<file path="src/rtl/free_list.sv">
// free_list: circular FIFO of free physical register tags for rename.
// Dispatch pops from head, retire pushes at tail, squash rolls head back to retire_head.
module free_list #(
    parameter int WAY = 2,
    parameter int PHY_REG_NUM = 64,
    parameter int ARCH_REG_NUM = 32,
    localparam int PR_W = $clog2(PHY_REG_NUM),
    localparam int FL_SIZE = PHY_REG_NUM - ARCH_REG_NUM,
    localparam int IDX_W = $clog2(FL_SIZE),
    localparam int PTR_W = IDX_W + 1,
    localparam int CNT_W = $clog2(WAY + 1)
) (
    input  logic                clock,
    input  logic                reset,
    input  logic [CNT_W-1:0]    dispatch_req_num,
    output logic [WAY*PR_W-1:0] alloc_T,
    output logic [CNT_W-1:0]    alloc_num,
    output logic [CNT_W-1:0]    avail_num,
    input  logic [WAY-1:0]      retire_free_mask,
    input  logic [WAY*PR_W-1:0] retire_Told,
    input  logic                squash,
    output logic [PTR_W-1:0]    free_count
);
    logic [PR_W-1:0]  entries_q [FL_SIZE];
    logic [PTR_W-1:0] head_q, head_d, tail_q, tail_d, rhead_q, rhead_d;
    logic [CNT_W-1:0] n_free;
    logic [IDX_W-1:0] wr_idx [WAY];

    assign free_count = tail_q - head_q;
    assign avail_num  = (free_count >= PTR_W'(WAY)) ? CNT_W'(WAY) : CNT_W'(free_count);
    assign alloc_num  = squash ? '0 : (dispatch_req_num < avail_num ? dispatch_req_num : avail_num);

    // Frees are compacted: the k-th set mask bit lands at tail+k.
    always_comb begin
        n_free = '0;
        for (int i = 0; i < WAY; i++) begin
            wr_idx[i] = IDX_W'(tail_q + PTR_W'(n_free));
            n_free = n_free + CNT_W'(retire_free_mask[i]);
        end
    end

    always_comb begin
        alloc_T = '0;
        for (int i = 0; i < WAY; i++)
            alloc_T[i*PR_W +: PR_W] = entries_q[IDX_W'(head_q + PTR_W'(i))];
    end

    assign tail_d  = tail_q + PTR_W'(n_free);
    assign rhead_d = rhead_q + PTR_W'(n_free);
    assign head_d  = squash ? rhead_d : head_q + PTR_W'(alloc_num);

    always_ff @(posedge clock or posedge reset) begin
        if (reset) begin
            head_q  <= '0;
            rhead_q <= '0;
            tail_q  <= PTR_W'(FL_SIZE);
            for (int i = 0; i < FL_SIZE; i++)
                entries_q[i] <= PR_W'(ARCH_REG_NUM + i);
        end else begin
            head_q  <= head_d;
            rhead_q <= rhead_d;
            tail_q  <= tail_d;
            for (int i = 0; i < WAY; i++)
                if (retire_free_mask[i])
                    entries_q[wr_idx[i]] <= retire_Told[i*PR_W +: PR_W];
        end
    end

    // A free into a full list would overwrite a live tag.
    a_no_free_when_full: assert property (@(posedge clock) disable iff (reset)
        !(free_count == PTR_W'(FL_SIZE) && |retire_free_mask));
endmodule

</file>
<file path="config.mk">
export PLATFORM = sky130hd
export DESIGN_NAME = free_list
export DESIGN_NICKNAME = d
export VERILOG_FILES = /design/src/rtl/free_list.sv
export SDC_FILE = /design/constraint.sdc
export NUM_CORES = 1
export LEC_CHECK = 0
export CAP_MARGIN = 20
export CELL_PAD_IN_SITES_DETAIL_PLACEMENT = 2
export CELL_PAD_IN_SITES_GLOBAL_PLACEMENT = 2
export CORE_ASPECT_RATIO = 1.1
export CORE_MARGIN = 4
export CORE_UTILIZATION = 44
export CTS_CLUSTER_DIAMETER = 50
export DETAILED_ROUTE_END_ITERATION = 12
export PLACE_DENSITY_LB_ADDON = 0.25
export SYNTH_ARGS = -nofsm -noshare
export SYNTH_HDL_FRONTEND = slang
export SYNTH_SLANG_ARGS = --single-unit
</file>
<file path="constraint.sdc">
create_clock -name clock -period 9 [get_ports clock]
set_input_delay 1.35 -clock clock [delete_from_list [all_inputs] [get_ports clock]]
set_output_delay 1.35 -clock clock [all_outputs]
set_load 0.005 [all_outputs]
</file>
==> Yosys cells after proc, flatten, opt, wreduce, memory -nomap -nowiden <==
Cells that the tools add are included.
{ "op_classes": {"n_mux": 18, "n_lt_le_gt_ge": 8, "bitwise": 4, "add_sub_neg": 7, "n_reduce_logical": 2} }
{ "op_table": {"columns": ["operator", "n"], "rows": [
  ["192-bit bitwise mux", 2],
  ["192-bit 2-to-1 mux", 2],
  ["6-bit binary-select mux with 5-bit select", 2],
  ["6-bit demux with 5-bit select", 2],
  ["6-bit 2-to-1 mux", 7],
  ["6-bit greater-or-equal comparator, second input constant", 4],
  ["5-bit inverter with 6-bit output", 4],
  ["6-bit by 2-bit adder with 6-bit output", 3],
  ["6-bit by 1-bit less-than comparator with 1-bit output, second input constant", 2],
  ["6-bit by 2-bit greater-or-equal comparator with 1-bit output, second input constant", 1],
  ["2-bit 2-to-1 mux", 3],
  ["6-bit subtractor", 1],
  ["5-bit by 1-bit adder with 5-bit output", 1],
  ["5-bit by 1-bit adder with 5-bit output, second input constant", 1],
  ["1-bit by 1-bit adder with 2-bit output", 1],
  ["1-bit logical AND", 2],
  ["2-bit less-than comparator", 1]
]} }
{ "totals": {"inputBits": 19, "elab_cells": 74, "out_inout_bits": 22, "reg_bits": 210} }

==> Logic depth before layout (Yosys ltp) <==
Gate-level depths: netlist of run 1.
{ "logic_depth": {"ltp_word": 9, "depth_mapped": 20, "ltp_nobuf": 18} }

==> Worst setup path after synthesis of run 1 <==
No wires, ideal clock.
{ "synth_path": {"path_type": "register to output", "startpoint": "reg head_q[1]", "endpoint": "out alloc_num[0]", "arrival_ns": 3.111, "setup_slack_ns": 4.539, "path_buffers": 3, "stages_incl_launch_ff": 14, "path_cell_list": "dfrtp_1 -> clkbuf_1 -> clkbuf_1 -> buf_2 -> inv_1 -> ha_1 -> nor2b_1 -> o221a_2 -> a311oi_2 -> nand4_1 -> ha_1 -> nand2_1 -> a211o_1 -> o41ai_1"} }
{ "synth_via": {"elab_chain_len": 6} }
{ "synth_lines": {"columns": ["element", "line", "source"], "rows": [
  ["start, declared", "25", "logic [PTR_W-1:0] head_q, head_d, tail_q, tail_d, rhead_q, rhead_d;"],
  ["start signal, assigned", "54", "head_q <= '0;"],
  ["start signal, assigned", "60", "head_q <= head_d;"],
  ["6-bit subtractor (*)", "29", "assign free_count = tail_q - head_q;"],
  ["6-bit by 2-bit greater-or-equal comparator with 1-bit output", "30", "assign avail_num = (free_count >= PTR_W'(WAY)) ? CNT_W'(WAY) : CNT_W'(free_count);"],
  ["2-bit 2-to-1 mux (*)", "30", null],
  ["2-bit less-than comparator", "31", "assign alloc_num = squash ? '0 : (dispatch_req_num < avail_num ? dispatch_req_num : avail_num);"],
  ["2-bit 2-to-1 mux (*) (2 in series)", "31", null],
  ["end, declared", "17", "output logic [CNT_W-1:0] alloc_num,"]
]} }
Mark *: on every way between the ends. The rest lies on a longest branch, timed or not.

==> Worst setup path in the final report of run 1 <==
{ "layout_path": {"startpoint": "reg head_q[0]", "endpoint": "out alloc_T[8]"} }
{ "layout_via": {"elab_chain_len": 5} }
{ "layout_lines": {"columns": ["element", "line", "source"], "rows": [
  ["5-bit by 1-bit adder with 5-bit output", "45", "alloc_T[i*PR_W +: PR_W] = entries_q[IDX_W'(head_q + PTR_W'(i))];"],
  ["5-bit inverter with 6-bit output (implied by the code)", "45", null],
  ["6-bit binary-select mux with 5-bit select", "45", null],
  ["6-bit 2-to-1 mux (implied by the code) (2 in series)", "45", null],
  ["end, declared", "16", "output logic [WAY*PR_W-1:0] alloc_T,"]
]} }
No other way between the ends. The select of a mux whose other input is x is not followed.

==> metrics, run 1 <==
skew final=16.9 ps; arrival time of data at the critical path endpoint=approximately 4600 ps; die outline width=~180 um; dominant cells by area after synthesis=sky130_fd_sc_hd__dfstp_2 21%, sky130_fd_sc_hd__mux4_2 19%, sky130_fd_sc_hd__dfrtp_1 17%; xor and xnor fraction of the mapped netlist area=0.0119; WL per Instance=approximately 34 um; post-detailed-route via-to-cell ratio=roughly 6.6; relative contribution of sequential cells to total power=0.310; Final setup violation count=0; Final Wtd Congestion=0.891; # clock sinks=between 200 and 250; largest net degree at the start of global routing=100; Post-Synth Simple-Gate Area=0.0763; count of flip-flops with a built-in enable after synthesis=0; Final Cycle Share=0.663; area of the die=between 0.03 and 0.04 sq mm; combinational power share=0.513; die height=195 um; overall track demand over capacity in global routing=0.312; final setup slack of the worst path=3030 ps; Worst Path Required=7650 ps; proportion of register bits with asynchronous set or reset after synthesis=1.00; final WL=53700 um; placeable core area=between 0.03 and 0.04 sq mm; unrepaired setup endpoints after global routing=false; Detailed Route Iter0 Violations=about 830; critical path class=flip-flop to output port; Worst-Margin Slew=between 1000 and 1500 ps; row cnt=68; # port buffers=40; Setup Slack @ Placement=roughly 3700 ps; static leakage=between 6 and 7 nW; arithmetic-cell share of the synthesized area counting full adders, half adders and majority gates=0.0201; top-area cell type share of the netlist area=0.213; Resized Gates After CTS=0; initial core utilization=0.446; worst rel slew slack=0.278; highest-count cells in the layout ignoring fill and taps=120 x sky130_fd_sc_hd__mux4_2, 114 x sky130_fd_sc_hd__mux2_2, 113 x sky130_fd_sc_hd__dfstp_2, 111 x sky130_fd_sc_hd__nand2_1, 97 x sky130_fd_sc_hd__mux2i_1; top-level port count=about 40; status=complete, no violations; number of DRC violations after detailed routing=0; Filler Cells Inserted=approximately 3100; worst skew pair latency=570 ps; mux cell area share after synthesis=0.425; cell-internal power=around 4.4 mW; most common cell after layout, fill and taps aside=sky130_fd_sc_hd__mux4_2; largest area contributor in the synthesized netlist=sky130_fd_sc_hd__dfstp_2; # nets final=~1200; clock buffer depth=3; via count of the first global-routing pass=11700; clock tree root driver cell=sky130_fd_sc_hd__clkbuf_16; number of post-CTS setup repair buffers=0; dominant combinational cell family by area after synthesis=multiplexers; number of cells produced by synthesis=about 1100; number of endpoints with negative hold slack in the final report=0; NetSw=a little under 3 mW; Yosys Warn Count=0; total clock buffers created by CTS=31; summed negative setup slack over all endpoints=0 ps; Final min period=5970 ps; syn nets=between 1000 and 1500; IR Drop Worst-Case VDD=approximately 0.22 mV; hold buffer count at CTS=0; worst min path class=flip-flop to flip-flop; layout cells sized above 1=0.374; clock network fraction of total power=0.177; startpoint kind of the worst setup timing path=flip-flop; power density cells=between 400 and 500 mW/mm^2; share of synthesized area occupied by flip-flops and latches=0.387; 1st-pass router iterations=5; Cell Area, Synth=~0.014 sq mm; clock tree from TritonCTS=built; post-route worst hold slack=458 ps; total power after layout=about 7.3 mW; number of synthesized register bits=between 200 and 250; number of distinct library cells after synthesis=47; switching share of power=0.394; top flip-flop cell by instance count after synthesis=sky130_fd_sc_hd__dfstp_2; Final Slew Violations=0; max cap viols=0; Achievable Freq=between 150 and 200 MHz; # H-tree levels=1; syn avg cell area=12.2 sq um; type of destination of the critical path=output port; total gr overflow=0; via count of the routed design=roughly 11000; initial antenna violation count=0; global-route wire length before repair=between 80000 and 90000 um; fraction of the mapped netlist area in compound gates=0.0470; Detail Placement HPWL=around 36000 um; clock-pin transition on the worst setup and hold timing paths=60 ps; Synth-to-Final Area Change=12.9%; number of antenna-violating nets in the routed design=0; worst-path maximum fanout=53
[cells by family after synthesis]
logic type | Yosys count
and+or+nand+nor | 253
adders and majority gates | 20
muxes | 417
AOI/OAI and AO/OA | 120
buffers and inverters | 109
xor gates and xnor gates | 19
DFF | 210
[stage by stage]
stage,cell area (sq um),std cells,utilization
2_1_floorplan,14000,1148,-
3_3_place_gp,14700,1540,0.468
3_5_place_dp,14700,1540,0.468
4_1_cts,15700,1598,0.503
5_1_grt,15700,1598,0.503
6_report,15800,1599,0.503
[flip-flops by register name, summed over array words and instances, names as in the netlist]
name,count
rhead_q,6
head_q,6
entries_q,192
tail_q,6
[Yosys cell counts (11+ instances only)]
cell type,number
sky130_fd_sc_hd__a21oi_1,54
sky130_fd_sc_hd__buf_2,21
sky130_fd_sc_hd__clkbuf_1,61
sky130_fd_sc_hd__dfrtp_1,97
sky130_fd_sc_hd__dfstp_2,113
sky130_fd_sc_hd__ha_1,16
sky130_fd_sc_hd__inv_1,16
sky130_fd_sc_hd__mux2_1,86
sky130_fd_sc_hd__mux2_2,114
sky130_fd_sc_hd__mux2i_1,97
sky130_fd_sc_hd__mux4_2,120
sky130_fd_sc_hd__nand2_1,111
sky130_fd_sc_hd__nand3_1,15
sky130_fd_sc_hd__nor2_1,91
sky130_fd_sc_hd__o21ai_1,48
sky130_fd_sc_hd__xnor2_1,11
[path summary, 6_finish.rpt]
path                            cells past startpoint  slack, ps  startpoint        endpoint
min in group asynchronous                           2       1330       reset    entries_q[6]
worst max-delay path                                7       3030   head_q[0]      alloc_T[8]
max in group asynchronous                           3       6320       reset  entries_q[128]
worst max register to register                     17       4610   head_q[0]       head_q[4]
worst min-delay path                                1        460  rhead_q[5]      rhead_q[5]
worst min register to register                      1        460  rhead_q[5]      rhead_q[5]
[final cells by class]
type | instances | area, sq um | area share
Clock inverter | 17 | 218 | 0.0138
Tap cell | 420 | 526 | 0.0334
Antenna cell | 1 | 2.50 | 0.000159
Timing Repair Buffer | 60 | 531 | 0.0337
Multi-Input combinational cell | 829 | 8110 | 0.515
Clock buffer | 41 | 873 | 0.0554
Inverter | 21 | 86.3 | 0.00548
Sequential cell | 210 | 5400 | 0.343
[power groups by stage]
| stage | sequential [mW] | combinational [mW] | clock [mW] |
|---|---|---|---|
| floorplan | 1.80 | 2.75 | 0 |
| CTS | 2.25 | 3.77 | 1.31 |
| global route | 2.30 | 4.02 | 1.36 |
| finish | 2.28 | 3.77 | 1.30 |
| global placement | 2.20 | 3.54 | 0 |
| detailed placement | 2.24 | 3.71 | 0 |
[critical path: stages, from the launching register on]
cell	delay (ps)
sky130_fd_sc_hd__dfrtp_4	920
sky130_fd_sc_hd__buf_4	780
sky130_fd_sc_hd__nand3_1	190
sky130_fd_sc_hd__xnor2_1	550
sky130_fd_sc_hd__buf_4	340
sky130_fd_sc_hd__mux4_2	390
sky130_fd_sc_hd__mux2_2	340
sky130_fd_sc_hd__clkdlybuf4s50_1	460
[per-layer routing]
| metal | part of all wire | wire, um | GRT usage | up-vias |
|---|---|---|---|---|
| li1 | - | - | - | 4269 |
| met2 | 0.50 | 26600 | 0.530 | 491 |
| met1 | 0.38 | 20200 | 0.383 | 5594 |
| met3 | 0.065 | 3500 | 0.0508 | 171 |
| met5 | 0 | 0 | 0 | - |
| met4 | 0.062 | 3320 | 0.155 | 0 |
(Power assumes the default switching activity.)
==> run 2: changes to the inputs <==
--- a/config.mk
+++ b/config.mk
@@ -10,7 +10,7 @@
 export CELL_PAD_IN_SITES_GLOBAL_PLACEMENT = 2
 export CORE_ASPECT_RATIO = 1.1
 export CORE_MARGIN = 4
-export CORE_UTILIZATION = 44
+export CORE_UTILIZATION = 40
 export CTS_CLUSTER_DIAMETER = 50
 export DETAILED_ROUTE_END_ITERATION = 12
 export PLACE_DENSITY_LB_ADDON = 0.25
==> constraint.sdc (replaced) <==
create_clock -name clock -period 5.1 [get_ports clock]
set_input_delay 0.765 -clock clock [delete_from_list [all_inputs] [get_ports clock]]
set_output_delay 0.765 -clock clock [all_outputs]
set_load 0.005 [all_outputs]
==> run 2 against run 1 <==
- global-route usage down 4.9 points
- sequential share of layout area down 0.090 points
- die area up 9.6%
- register-to-register slack worse by 3700 ps
- critical endpoint is now alloc_num[0]
- largest power group unchanged
==> metrics, run 2 (synthesis gave the netlist of run 1 again) <==
hold depth=1; number of DRC violations after detailed routing=0; endpoint of the worst register-to-register path=head_q[4]; number of endpoints with negative hold slack in the final report=0; row cnt=roughly 70; clock tree root driver cell=sky130_fd_sc_hd__clkbuf_16; via count of the routed design=a little over 10000; WL per Instance=~30 um; clock tree from TritonCTS=built; cell with the largest stage delay on the worst path=sky130_fd_sc_hd__dfrtp_1; hold buffer count at CTS=0; total gr overflow=0; skew final=between 10 and 15 ps; IR Drop Worst-Case VDD=0.393 mV; overall track demand over capacity in global routing=0.263; final WL=49200 um; # port buffers=40; area of the die=0.0379 sq mm; Endpoint, Worst Hold=rhead_q[5]; Final min period=approximately 4800 ps; Detailed Route Iter0 Violations=approximately 770; top-level port count=41; total clock buffers created by CTS=31; via count of the first global-routing pass=around 11000; worst skew pair latency=roughly 570 ps; Synth-to-Final Area Change=13.2%; max cap viols=0; Resized Gates After CTS=0; worst-path maximum fanout=19; # nets final=between 1000 and 1500; highest-count cells in the layout ignoring fill and taps=120 x sky130_fd_sc_hd__mux4_2, 114 x sky130_fd_sc_hd__mux2_2, 113 x sky130_fd_sc_hd__dfstp_2, 111 x sky130_fd_sc_hd__nand2_1, 97 x sky130_fd_sc_hd__mux2i_1; unrepaired setup endpoints after global routing=false; Worst Path Required=around 4300 ps; worst min path class=flip-flop to flip-flop; global-route wire length before repair=~75000 um; # clock sinks=210; Final Wtd Congestion=around 0.90; total power after layout=approximately 13 mW; max reg flops=~190; Worst R2R Setup Slack=910 ps; Worst Hold Launch=rhead_q[5]; layout cells sized above 1=0.375; die height=204 um; cell repeated most along the worst path=sky130_fd_sc_hd__ha_1; largest stage delay on the critical path=780 ps; arrival time of data at the critical path endpoint=4020 ps; clock buffer depth=3; static leakage=roughly 6 nW; Achievable Freq=between 200 and 250 MHz; number of antenna-violating nets in the routed design=0; Final Cycle Share=0.939; type of destination of the critical path=output port; initial core utilization=0.407; source of the worst register-to-register timing path=tail_q[2]; 1st-pass router iterations=5; clock-pin transition on the worst setup and hold timing paths=about 60 ps; power density cells=around 810 mW/mm^2; CP cell instances=ha_1 > or2_1 > o221a_2 > o32ai_1 > a311oi_2 > nand4_1 > ha_1 > nand2_1 > a211o_1 > o41ai_1 > clkdlybuf4s50_1; post-route worst hold slack=about 460 ps; placeable core area=0.0343 sq mm; status=complete, no violations; number of post-CTS setup repair buffers=0; Final Slew Violations=0; # H-tree levels=1; register with the most flip-flops=entries_q; startpoint kind of the worst setup timing path=flip-flop; summed negative setup slack over all endpoints=0 ps; most common cell after layout, fill and taps aside=sky130_fd_sc_hd__mux4_2; die outline width=between 150 and 200 um; critical path class=flip-flop to output port; largest net degree at the start of global routing=~100; n_diodes=0; initial antenna violation count=2; post-detailed-route via-to-cell ratio=around 6.3; Worst-Margin Slew=approximately 1100 ps; Final setup violation count=0; worst rel slew slack=0.281; length in cells of the worst reg-to-reg path=16; Detail Placement HPWL=about 34000 um
-- run 2: area by class of cell --
class                   count  area, sq um
inverters                  21         82.6
repair buffers             65          613
well taps                 438          548
flip-flops and latches    210         5400
clock buffers              43          871
fillers                  3349        18500
multi-input cells         829         8110
clock inverters            14          163
-- run 2: routing by layer --
layer	track usage	part of all wire
met2	0.424	0.48
met1	0.368	0.44
met3	0.0463	0.057
met4	0.0718	0.028
met5	0	0.00043
-- run 2: worst max-delay path: cells and delay by family (launching register included) --
kind            cells  cell delay, ps
fa+ha+maj           2             650
flops               1             780
compound gates      5            1040
simple gates        3             360
buf+inv             1             620
-- run 2: power breakdown --
part | switching, mW | internal [mW] | leakage, nW
Combinational | 3.25 | 3.72 | 3.27
Clock | 0.836 | 1.34 | 0.510
Sequential | 0.885 | 2.81 | 2.37
-- run 2: stage by stage --
| step | instances | worst slack [ps] | area, sq um | utilization |
|---|---|---|---|---|
| floorplan | 1148 | 798 | 14000 | - |
| global placement | 1563 | 1020 | 14800 | 0.430 |
| detailed placement | 1563 | 917 | 14800 | 0.430 |
| CTS | 1620 | 290 | 15800 | 0.461 |
| global route | 1620 | 69.1 | 15800 | 0.461 |
| finish | 1620 | 311 | 15800 | 0.461 |
-- run 2: worst max-delay path by stage --
stage / start / endpoint / slack, ps / cells past startpoint
3_3_place_gp: tail_q[2] / alloc_num[0] / 1020 / 10
2_1_floorplan: head_q[1] / head_q[4] / 800 / 19
4_1_cts: tail_q[2] / alloc_num[0] / 290 / 8
6_report: tail_q[2] / alloc_num[0] / 310 / 11
5_1_grt: tail_q[2] / alloc_num[0] / 70 / 11
3_5_place_dp: tail_q[2] / alloc_num[0] / 920 / 11
==> run 3: changes to the inputs <==
--- a/config.mk
+++ b/config.mk
@@ -13,6 +13,7 @@
 export CORE_UTILIZATION = 40
 export CTS_CLUSTER_DIAMETER = 50
 export DETAILED_ROUTE_END_ITERATION = 12
+export HOLD_SLACK_MARGIN = 0.15
 export PLACE_DENSITY_LB_ADDON = 0.25
 export SYNTH_ARGS = -nofsm -noshare
 export SYNTH_HDL_FRONTEND = slang
==> results of run 3 <==
No change in the layout: final DEF, timing and power equal those of run 2.
